[src/rtl/ws_pe_driver.sv]
// ws_pe_driver: sequences one weight-stationary PE through a dot-product job.
// The PE accumulator is never cleared, so the job result is the difference
// between the accumulator at job end and a snapshot taken at job start.
module ws_pe_driver #(
    parameter int unsigned DATA_WIDTH = 16,
    parameter int unsigned LEN_W      = 8
) (
    input  logic                    clk,
    input  logic                    rst_n,
    input  logic                    job_valid,
    output logic                    job_ready,
    input  logic [DATA_WIDTH-1:0]   job_weight,
    input  logic [LEN_W-1:0]        job_len,
    input  logic                    act_valid,
    output logic                    act_ready,
    input  logic [DATA_WIDTH-1:0]   act_data,
    output logic                    pe_load_w,
    output logic [DATA_WIDTH-1:0]   pe_w,
    output logic                    pe_valid_in,
    output logic [DATA_WIDTH-1:0]   pe_a,
    input  logic [2*DATA_WIDTH-1:0] pe_accum,
    output logic                    res_valid,
    input  logic                    res_ready,
    output logic [2*DATA_WIDTH-1:0] res_data,
    output logic                    busy
);

    localparam int unsigned ACC_W = 2 * DATA_WIDTH;

    typedef enum logic [2:0] {
        IDLE,
        LOAD,
        STREAM,
        CAPTURE,
        RESULT
    } state_t;

    state_t             state;
    state_t             state_next;
    logic [LEN_W-1:0]   count;
    logic [ACC_W-1:0]   base;

    // State register; job_ready is a flop so it stays low while rst_n is low
    always_ff @(posedge clk or negedge rst_n) begin
        if (!rst_n) begin
            state     <= IDLE;
            job_ready <= 1'b0;
        end else begin
            state     <= state_next;
            job_ready <= (state_next == IDLE);
        end
    end

    // Next-state and state-decoded handshake/strobe outputs
    always_comb begin
        state_next  = state;
        act_ready   = 1'b0;
        pe_load_w   = 1'b0;
        pe_valid_in = 1'b0;
        pe_a        = act_data;
        res_valid   = 1'b0;
        busy        = 1'b1;
        case (state)
            IDLE: begin
                busy = 1'b0;
                if (job_valid && job_ready) begin
                    state_next = LOAD;
                end
            end
            LOAD: begin
                pe_load_w  = 1'b1;
                state_next = (count == '0) ? CAPTURE : STREAM;
            end
            STREAM: begin
                act_ready   = 1'b1;
                pe_valid_in = act_valid;
                if (act_valid && (count == LEN_W'(1))) begin
                    state_next = CAPTURE;
                end
            end
            CAPTURE: begin
                state_next = RESULT;
            end
            RESULT: begin
                res_valid = 1'b1;
                if (res_ready) begin
                    state_next = IDLE;
                end
            end
            default: begin
                state_next = IDLE;
            end
        endcase
    end

    // Job datapath: weight/count capture, base snapshot, modular difference
    always_ff @(posedge clk or negedge rst_n) begin
        if (!rst_n) begin
            pe_w     <= '0;
            count    <= '0;
            base     <= '0;
            res_data <= '0;
        end else begin
            case (state)
                IDLE: begin
                    if (job_valid && job_ready) begin
                        pe_w  <= job_weight;
                        count <= job_len;
                    end
                end
                LOAD: begin
                    base <= pe_accum;
                end
                STREAM: begin
                    if (act_valid) begin
                        count <= count - LEN_W'(1);
                    end
                end
                CAPTURE: begin
                    res_data <= pe_accum - base;
                end
                default: begin
                end
            endcase
        end
    end

endmodule
[config.mk]
export PLATFORM = sky130hd
export DESIGN_NAME = ws_pe_driver
export DESIGN_NICKNAME = d
export VERILOG_FILES = /design/src/rtl/ws_pe_driver.sv
export SDC_FILE = /design/constraint.sdc
export NUM_CORES = 1
export LEC_CHECK = 0
export CORE_MARGIN = 2
export CORE_UTILIZATION = 45
export CTS_CLUSTER_SIZE = 28
export DETAILED_ROUTE_END_ITERATION = 8
export PLACE_DENSITY = 0.75
export SKIP_LAST_GASP = 1
export SLEW_MARGIN = 15
export SYNTH_ARGS = -nofsm -noshare
export SYNTH_HDL_FRONTEND = slang
export SYNTH_SLANG_ARGS = --single-unit
[constraint.sdc]
create_clock -name clk -period 2.4 [get_ports clk]
set_input_delay 0.48 -clock clk [delete_from_list [all_inputs] [get_ports clk]]
set_output_delay 0.48 -clock clk [all_outputs]
set_load 0.02 [all_outputs]
==> flow_summary.json <==
{
  "synth_warnings": 0,
  "clk_path_buf_depth": 2,
  "drv_slew": 0,
  "synth_fp_nets": 763,
  "startpoint": "pe_accum[12]",
  "dp.final_hpwl_mm": 11.8,
  "initial_drc_count": 404,
  "post_synth_most_frequent_cells": "nand2_1 (93), dfrtp_1 (92), o21ai_0 (78)",
  "synth_ff_type": "dfrtp_1",
  "synthXorXnorAreaFrac_pct": 2.90,
  "setup_violators_final": 1,
  "worst_ir_drop_vdd_v": 0.000697,
  "critPathBufInv": 2,
  "yosys.cell_types.count": 65,
  "power.density_cell_area_nw_per_um2": 1450,
  "slowest_delay_ns": 0.51,
  "finalHoldViolCount": 0,
  "via_count": 5455,
  "rrSetupSlack_ns": 0.04,
  "yosysMostFrequentCell": "nand2_1",
  "gp_routability_congestion": 0.879,
  "path_depth": 10,
  "ctsHtreeMaxLevel": 3,
  "main_combinational_cell_family_by_area_after_synthesis": "compound AO/OA/AOI/OAI gates",
  "seq_area_frac_synth_pct": 40.1,
  "syn_avg_cell_area_um2": 8.81,
  "crit-reg2reg-launch": "base[0]$_DFFE_PN0P_",
  "synth_compound_area_share_pct": 21.2,
  "first_global_vias": 5461,
  "wire_length_of_the_first_global_routing_pass_mm": 25.9,
  "holdWs_ns": 0.0804,
  "cts_root_buffer": "clkbuf_16",
  "tritoncts": "done",
  "rows": 41,
  "timing.critical_path.cells": "clkdlybuf4s50_1, ha_4, a21oi_1, buf_4, o21ai_0, nand3_1, a311oi_2, o21a_2, mux2i_1, o21ai_0",
  "synthesis.instances": 651,
  "worst_setup_path_start_kind": "input pin",
  "worst-r2r-cell-count": 10,
  "globalRouteOverflowTotal": 0,
  "worst_pin_slew_ns": 0.668,
  "floorplan.die_area_um2": 13700,
  "finalClockSkew_ns": 0.00812,
  "setup_ws_ns": -0.0374,
  "timing.critical_path.required_ns": 2.63,
  "synthesis.area_um2": 5740,
  "synth_mux_area_share_pct": 4.23,
  "grt_setup_unrepaired": "true",
  "initial_utilization_pct": 45.8,
  "area_growth_syn_to_layout_pct": 46.2,
  "maxCapViolCount": 0,
  "grt_max_degree": 65,
  "clk_pin_slew_worst_paths_ns": 0.07,
  "min_period_over_period_pct": 102,
  "cp-endpoint": "res_data[31]$_DFFE_PN0N_",
  "critical-path-slowest-cell": "clkdlybuf4s50_1",
  "numCtsBuffers": 9,
  "routedWlPerCell_um": 16.2,
  "route.detailed.drc": 0,
  "arrival_time_reported_for_the_critical_path_endpoint_ns": 2.66,
  "placeable_core_region_um2": 12500,
  "ys_seq_elements": 92,
  "worstSkewPairLatency_ns": 0.35,
  "yosys.area.top_type": "dfrtp_1",
  "share_of_the_synthesized_area_in_the_top_cell_type_pct": 40.1,
  "top_level_ports": 147,
  "failed_checks": "setup timing",
  "num_antenna_cells": 0,
  "track_usage_pct": 24.1,
  "detailedRoute.firstPassIterationCount": 5,
  "fmax_ghz": 0.410,
  "final_layout_size_suffix_gt1_share_pct": 23.9,
  "synth_fa_ha_area_share_pct": 7.77,
  "cts.sinks": 92,
  "hold_path_class": "in -> async",
  "run_status": "finished with violations",
  "die-width_um": 117,
  "routed_wirelength_mm": 16.4,
  "static_leakage_nw": 3.76,
  "worst-path-max-fanout": 5,
  "grt_antenna_before_repair": 0,
  "simple_logic_cell_fraction_of_the_synthesized_area_pct": 16.8,
  "io_buffers": 114,
  "setup.worst_path.class": "in -> reg",
  "routed_via_density": 5.41,
  "path_common_cell": "o21ai_0",
  "fp.dieH_um": 117,
  "max_slew_margin_pct": 55.5,
  "synth_async_sr_flop_share_pct": 100,
  "synth-edff-count": 0,
  "crit-reg2reg-capture": "res_data[22]$_DFFE_PN0N_",
  "antenna_violating_nets_post_route": 0,
  "cell_types_occupying_the_most_area_after_synthesis": "dfrtp_1 (40%), ha_1 (7.4%), o21ai_0 (6.8%)",
  "fillers": 1006,
  "cp_top_family": "compound AO/OA/AOI/OAI gates",
  "timing.final.crit_period_ns": 2.44,
  "end_kind": "flop",
  "post-place-ws_ns": -0.654,
  "hold_buffers": 0,
  "finalNetCount": 944
}
## through the flow
| stage | cell area (µm²) | total power (W) | instances | TNS, ns | utilization (%) |
|---|---|---|---|---|---|
| floorplan | 5740 | 0.00674 | 651 | 0 | - |
| global route | 8380 | 0.0130 | 1009 | -0.149 | 67.0 |
| finish | 8380 | 0.0121 | 1009 | -0.0374 | 67.0 |
| detailed placement | 7570 | 0.00979 | 984 | -10.58 | 60.5 |
| CTS | 8160 | 0.0117 | 1007 | -0.0250 | 65.2 |
| global placement | 7570 | 0.00959 | 984 | -9.31 | 60.5 |
## worst reg2reg max path: stages, from the launching register on
cell	delay, ns
dfrtp_1	0.41
ha_4	0.18
fa_2	0.37
nand2b_4	0.16
a21o_4	0.22
a21boi_4	0.16
o31ai_4	0.13
buf_4	0.16
o41ai_4	0.21
xnor2_1	0.16
o21ai_1	0.07
## sequential cells by signal, summed over array words and instances (netlist names)
name	flops
count	8
state	3
job_ready	1
res_data	32
base	32
pe_w	16
## layout by cell type (no fill, tap or decap), types with 11 or more instances in the layout
cell type	count
buf_4	103
nand2_1	92
dfrtp_1	92
clkdlybuf4s50_1	92
o21ai_0	71
inv_1	39
a21oi_1	37
nor2_1	32
ha_4	20
mux2_2	18
nand3_1	15
dlymetal6s2s_1	15
ha_1	13
nor3_1	11
xnor2_1	11
## cell type report
class	count	area [µm²]	share of cell area (%)
Clock buffer	10	229	2.73
Clock inverter	6	63.8	0.761
Inverter	39	146	1.75
Multi-Input combinational cell	473	3470	41.4
Sequential cell	92	2300	27.5
Tap cell	172	215	2.57
Timing Repair Buffer	217	1950	23.3
## worst min path at each step
stage,to,start,depth (start not counted)
after floorplan,base[0]$_DFFE_PN0P_,rst_n,0
after global placement,res_data[12]$_DFFE_PN0N_,res_data[12]$_DFFE_PN0N_,2
after detailed placement,res_data[5]$_DFFE_PN0N_,res_data[5]$_DFFE_PN0N_,2
after CTS,res_data[21]$_DFFE_PN0N_,rst_n,1
after global routing,res_data[21]$_DFFE_PN0N_,rst_n,1
final,res_data[21]$_DFFE_PN0N_,rst_n,1
## where the power goes
part / internal [W] / switching (W) / total, W
Clock: 0.000808 / 0.000631 / 0.00144
Sequential: 0.00233 / 0.000448 / 0.00278
Combinational: 0.00387 / 0.00404 / 0.00790
Total: 0.00701 / 0.00511 / 0.0121
## per-layer routing
metal,track usage [%],routed length (µm)
met5,0,0
met2,41.8,8310
met1,29.2,6670
met3,5.61,1040
met4,8.78,328
## logic make-up after synthesis
kind of cell,Yosys count
fa+ha+maj,35
simple gates,204
flops,92
compound gates,193
mux,22
buf+inv,86
xor+xnor,19
## what timing repair did
| action | 4_1_cts | 5_1_grt |
|---|---|---|
| setup buffers | 7 | 2 |
| gates resized for setup | 47 | 42 |
| setup endpoints to repair | 19 | 17 |
| pin swaps | 18 | 14 |
Note: power is estimated with default switching activity, not from simulation.
